--- src/rtl/fm_3d_mwb_bridge_pkg.sv ---
// Shared definitions for the fm_3d master-port to WishBone bridge.
package fm_3d_mwb_bridge_pkg;

    localparam int P_LEN_W = 3;

    typedef enum logic [2:0] {
        ST_IDLE,
        ST_RD,
        ST_WR,
        ST_WR_WAIT,
        ST_DRAIN
    } mwb_state_e;

endpackage

--- src/rtl/fm_3d_mwb_timeout.sv ---
// Watchdog: counts enabled cycles and pulses expire on the P_TO'th one; P_TO=0 never expires.
module fm_3d_mwb_timeout #(
    parameter int P_TO_W = 8,
    parameter int P_TO   = 255
) (
    input  logic clk_i,
    input  logic rst_i,
    input  logic en,
    input  logic clr,
    output logic expire
);

    localparam logic [P_TO_W-1:0] TERM = (P_TO == 0) ? P_TO_W'(0) : P_TO_W'(P_TO - 1);

    logic [P_TO_W-1:0] cnt_q, cnt_d;

    always_comb begin
        expire = 1'b0;
        cnt_d  = cnt_q;
        if (clr) begin
            cnt_d = '0;
        end else if (en) begin
            if (P_TO != 0 && cnt_q == TERM) begin
                expire = 1'b1;
                cnt_d  = '0;
            end else begin
                cnt_d = cnt_q + 1'b1;
            end
        end
    end

    always_ff @(posedge clk_i) begin
        if (rst_i) cnt_q <= '0;
        else       cnt_q <= cnt_d;
    end

endmodule

--- src/rtl/fm_3d_mwb_bridge.sv ---
// Converts fm_3d_core master bursts into WishBone classic single-beat cycles,
// holding CYC per burst and aborting hung cycles through a watchdog.
module fm_3d_mwb_bridge
    import fm_3d_mwb_bridge_pkg::*;
#(
    parameter int P_TO_W = 8,
    parameter int P_TO   = 255
) (
    input  logic               clk_i,
    input  logic               rst_i,
    input  logic               i_req,
    input  logic               i_wr,
    input  logic [31:0]        i_adrs,
    input  logic [P_LEN_W-1:0] i_len,
    output logic               o_ack,
    input  logic [3:0]         i_be,
    input  logic [31:0]        i_dbw,
    output logic               o_strr,
    output logic [31:0]        o_dbr,
    output logic               o_err,
    input  logic               i_err_clr,
    output logic               m_wb_cyc_o,
    output logic               m_wb_stb_o,
    output logic               m_wb_we_o,
    output logic [29:0]        m_wb_adr_o,
    output logic [3:0]         m_wb_sel_o,
    output logic [31:0]        m_wb_dat_o,
    input  logic               m_wb_ack_i,
    input  logic [31:0]        m_wb_dat_i
);

    mwb_state_e         state_q, state_d;
    logic [P_LEN_W-1:0] rem_q, rem_d;
    logic [29:0]        adr_q, adr_d;
    logic [3:0]         sel_q, sel_d;
    logic [31:0]        dat_q, dat_d, dbr_q, dbr_d;
    logic               cyc_q, cyc_d, stb_q, stb_d, we_q, we_d;
    logic               ack_q, ack_d, strr_q, strr_d, err_q, err_d;
    logic               wd_en, wd_clr, wd_expire, take;
    logic               unused_adr;

    assign unused_adr = ^i_adrs[1:0];

    // The core keeps i_req up through the cycle o_ack is visible; skip that stale request.
    assign take   = i_req & ~ack_q;
    assign wd_en  = stb_q & ~m_wb_ack_i;
    assign wd_clr = m_wb_ack_i | ~(state_q == ST_RD || state_q == ST_WR);

    fm_3d_mwb_timeout #(.P_TO_W(P_TO_W), .P_TO(P_TO)) u_timeout (
        .clk_i  (clk_i),
        .rst_i  (rst_i),
        .en     (wd_en),
        .clr    (wd_clr),
        .expire (wd_expire)
    );

    always_comb begin
        state_d = state_q;
        rem_d   = rem_q;
        adr_d   = adr_q;
        sel_d   = sel_q;
        dat_d   = dat_q;
        dbr_d   = dbr_q;
        cyc_d   = cyc_q;
        stb_d   = stb_q;
        we_d    = we_q;
        ack_d   = 1'b0;
        strr_d  = 1'b0;
        err_d   = i_err_clr ? 1'b0 : err_q;
        case (state_q)
            ST_IDLE: if (take) begin
                ack_d = 1'b1;
                adr_d = i_adrs[31:2];
                rem_d = i_len;
                cyc_d = 1'b1;
                stb_d = 1'b1;
                we_d  = i_wr;
                if (i_wr) begin
                    sel_d   = i_be;
                    dat_d   = i_dbw;
                    state_d = ST_WR;
                end else begin
                    sel_d   = 4'hf;
                    state_d = ST_RD;
                end
            end
            ST_RD: if (m_wb_ack_i) begin
                strr_d = 1'b1;
                dbr_d  = m_wb_dat_i;
                if (rem_q == '0) begin
                    state_d = ST_IDLE;
                    cyc_d   = 1'b0;
                    stb_d   = 1'b0;
                end else begin
                    adr_d = adr_q + 30'd1;
                    rem_d = rem_q - 1'b1;
                end
            end else if (wd_expire) begin
                state_d = ST_DRAIN;
                cyc_d   = 1'b0;
                stb_d   = 1'b0;
                err_d   = 1'b1;
            end
            ST_WR: if (m_wb_ack_i) begin
                stb_d = 1'b0;
                if (rem_q == '0) begin
                    state_d = ST_IDLE;
                    cyc_d   = 1'b0;
                end else begin
                    state_d = ST_WR_WAIT;
                    adr_d   = adr_q + 30'd1;
                    rem_d   = rem_q - 1'b1;
                end
            end else if (wd_expire) begin
                state_d = ST_DRAIN;
                cyc_d   = 1'b0;
                stb_d   = 1'b0;
                err_d   = 1'b1;
            end
            ST_WR_WAIT: if (take && i_wr) begin
                ack_d   = 1'b1;
                sel_d   = i_be;
                dat_d   = i_dbw;
                stb_d   = 1'b1;
                state_d = ST_WR;
            end
            ST_DRAIN: if (we_q) begin
                // Swallow the beats the core still owes so it can finish its burst.
                if (rem_q == '0) begin
                    state_d = ST_IDLE;
                end else if (take && i_wr) begin
                    ack_d = 1'b1;
                    rem_d = rem_q - 1'b1;
                end
            end else begin
                strr_d = 1'b1;
                dbr_d  = '0;
                if (rem_q == '0) state_d = ST_IDLE;
                else             rem_d   = rem_q - 1'b1;
            end
            default: state_d = ST_IDLE;
        endcase
    end

    always_ff @(posedge clk_i) begin
        if (rst_i) begin
            state_q <= ST_IDLE;
            rem_q   <= '0;
            adr_q   <= '0;
            sel_q   <= '0;
            dat_q   <= '0;
            dbr_q   <= '0;
            cyc_q   <= 1'b0;
            stb_q   <= 1'b0;
            we_q    <= 1'b0;
            ack_q   <= 1'b0;
            strr_q  <= 1'b0;
            err_q   <= 1'b0;
        end else begin
            state_q <= state_d;
            rem_q   <= rem_d;
            adr_q   <= adr_d;
            sel_q   <= sel_d;
            dat_q   <= dat_d;
            dbr_q   <= dbr_d;
            cyc_q   <= cyc_d;
            stb_q   <= stb_d;
            we_q    <= we_d;
            ack_q   <= ack_d;
            strr_q  <= strr_d;
            err_q   <= err_d;
        end
    end

    assign o_ack      = ack_q;
    assign o_strr     = strr_q;
    assign o_dbr      = dbr_q;
    assign o_err      = err_q;
    assign m_wb_cyc_o = cyc_q;
    assign m_wb_stb_o = stb_q;
    assign m_wb_we_o  = we_q;
    assign m_wb_adr_o = adr_q;
    assign m_wb_sel_o = sel_q;
    assign m_wb_dat_o = dat_q;

endmodule

--- config.mk ---
export PLATFORM = sky130hd
export DESIGN_NAME = fm_3d_mwb_bridge
export DESIGN_NICKNAME = d
export VERILOG_FILES = /design/src/rtl/fm_3d_mwb_bridge_pkg.sv /design/src/rtl/fm_3d_mwb_timeout.sv /design/src/rtl/fm_3d_mwb_bridge.sv
export SDC_FILE = /design/constraint.sdc
export NUM_CORES = 1
export LEC_CHECK = 0
export ABC_AREA = 1
export BUFFER_PORTS_ARGS = -buffer_cell sky130_fd_sc_hd__buf_2
export CORE_MARGIN = 2
export CORE_UTILIZATION = 54
export CTS_CLUSTER_DIAMETER = 60
export CTS_CLUSTER_SIZE = 14
export DETAILED_ROUTE_END_ITERATION = 10
export GPL_ROUTABILITY_DRIVEN = 0
export PLACE_DENSITY = 0.86
export SYNTH_ARGS = -nofsm -noshare
export SYNTH_HDL_FRONTEND = slang
export SYNTH_SLANG_ARGS = --single-unit
--- constraint.sdc ---
create_clock -name clk_i -period 4.75 [get_ports clk_i]
set_clock_uncertainty 0.15 [all_clocks]
set_input_delay 0.475 -clock clk_i [delete_from_list [all_inputs] [get_ports clk_i]]
set_output_delay 0.475 -clock clk_i [all_outputs]
set_load 0.03 [all_outputs]
==> reports/qor.csv <==
metric;value;unit
antenna cells;0;
Global Route Usage Sum;27.2;%
number of synthesized flops with an enable pin;0;
crit-path max FO;51;
initial cell density of the core;56.0;%
ys flop type;dfxtp_1;
first-pass GRT wire length;25400;µm
initial antenna violation count;0;
CP Data Required Time;5.03;ns
IO Port Bufs;210;
syn nets;1001;
die span in x;108;µm
RSZ-0062 raised after global routing;false;
dpl cells;1199;
DP HPWL;10900;µm
min cycle time layout;2.86;ns
Final setup viols;0;
Area growth syn-to-layout;28.7;%
wire per inst;13.0;µm
final worst-path cycle share;60.2;%
Reg clk slew, reported paths;0.06;ns
largest net degree at the start of global routing;67;
hold path start;i_dbw[12];
pwr dens;625;nW/µm²
Root Driver;clkbuf_8;
Slew Limit Fails;0;
outcome;completed;
io pins;213;
CTS resizes;0;
# clock sinks;118;
Crit. Startpoint;state_q[0];
Worst EP arrival;3.14;ns
violation count after the first detailed-route iteration;455;
clock tree buffer depth;2;
area leader, netlist;dfxtp_1;
Synth cell types;35;
CP Capture Type;register;
Worst R2R Setup Slack;1.89;ns
min-delay worst type;input pin to register;
Pre-antenna DRT Iters;5;
DRC;0;
Setup Buffers After CTS;0;
post-route ant nets;0;
row count;37;
CTS tree;done;
Fill cells;915;
leading cell type by number of instances after synthesis;nand2_1;
core area;10400;µm²
Skew-Pair Late Insertion Delay;0.50;ns
fmax;350;MHz
Setup CP Type;register to register;
final-stage net count;1196;
Post-synth ARST share;0;%
Vias;6306;
DR vias/cell;5.13;
Synth area leaders;dfxtp_1, nand2_1, nor2_1;
total gr overflow;0;
# hold bufs at CTS;0;
Pwr Total;0.00467;W
Synth warnings;0;
Pleak;3.38;nW
relative slew slack;26.7;%
vias in the first global route;5699;
Max VDD drop;0.349;mV
startpoint types;register;
setup_tns;0;ns
Netlist Area Pre-Place;5800;µm²
sequential cell area fraction in the yosys report;40.7;%
Post-Syn Area per Cell;6.54;µm²
worst r2r src;state_q[0];
synthesized flop and latch total;118;
Post-synth top cells;nand2_1, nor2_1, dfxtp_1;
worst slew pin tran;1.10;ns
die height;108;µm
Yosys top cell area share;40.7;%
cell count after synthesis;887;
share of post-route cells with drive strength above 1;25.1;%
non-filler cells, final;1230;
utilization after layout;72.1;%
Max-Cap Viols;0;
final hold viol count;0;
total CTS buffers;17;
final WL;15900;µm
die area;11600;µm²
H-tree levels;4;
area by class of cell:
class	instances	area [µm²]	share of cell area [%]
clock inverters	11	199	2.66
inverters	65	244	3.27
multi-input cells	667	2990	40.0
well taps	136	170	2.28
flip-flops and latches	118	2360	31.6
repair buffers	213	1070	14.4
clock buffers	20	435	5.83
final timing paths:
| kind | to | cells past startpoint |
|---|---|---|
| min reg2reg | o_dbr[4] | 2 |
| min | m_wb_dat_o[12] | 3 |
| max | m_wb_adr_o[7] | 8 |
| max reg2reg | m_wb_adr_o[7] | 8 |
sequential cells by signal, indices dropped and copies added (netlist names):
signal / cells
m_wb_adr_o: 30
m_wb_cyc_o: 1
m_wb_dat_o: 32
m_wb_sel_o: 4
m_wb_stb_o: 1
m_wb_we_o: 1
o_ack: 1
o_dbr: 32
o_err: 1
o_strr: 1
rem_q: 3
state_q: 3
u_timeout.cnt_q: 8
cells in the final DEF, fill, tap and decap left out, drive strengths merged:
master    count
a21oi        73
o211a         2
a2111oi       1
and3          1
bufinv        5
nor3b         2
o221a         4
buf         213
o31ai         1
inv          66
or2           4
o211ai        4
nand2       257
ha            5
o21ai        61
nand3        50
clkbuf       20
clkinvlp      3
nor3          5
xor2          3
clkinv        2
dfxtp       118
nand3b        1
nand4         3
nor2        188
a31oi         2
layer usage:
layer  GRT usage, %  vias to the layer above  part of all wire (%)  routed length (µm)
met2           45.2                      262                    47                7460
met4           8.97                        0                   2.3                 359
met3           8.29                       41                   8.9                1420
li1               -                     3215                     -                   -
met1           33.5                     2788                    42                6710
met5              0                        -                     0                   0
where the power goes:
part	leakage, nW	total, W	internal (W)	switching [W]
registers	0.965	0.00139	0.00121	0.000188
clock network	0.298	0.00137	0.000919	0.000455
logic	2.12	0.00190	0.000572	0.00133
logic make-up after synthesis:
kind of cell,after synthesis,synth area share (%)
AND/OR/NAND/NOR,511,35.6
AO/OA/AOI/OAI,148,14.3
flip-flops,118,40.7
buffers and inverters,102,7.87
adder cells (fa/ha/maj),5,1.08
XOR/XNOR,3,0.453
critical path: stages, from the launching register on:
cell	delay, ns
dfxtp_1	0.42
inv_1	0.06
nand2_1	0.09
nand3_2	0.52
inv_2	0.91
a21oi_4	0.25
o21ai_0	0.15
nand2_1	0.08
a21oi_1	0.13
through the flow:
step	cell area [µm²]	setup WS [ns]	hold WS, ns
3_3_place_gp	6840	1.99	0.295
6_report	7470	1.89	0.0663
2_1_floorplan	5800	2.91	0.289
5_1_grt	7470	1.63	0.0532
4_1_cts	7470	1.91	0.0484
3_5_place_dp	6840	1.94	0.302
(Power assumes the default switching activity.)
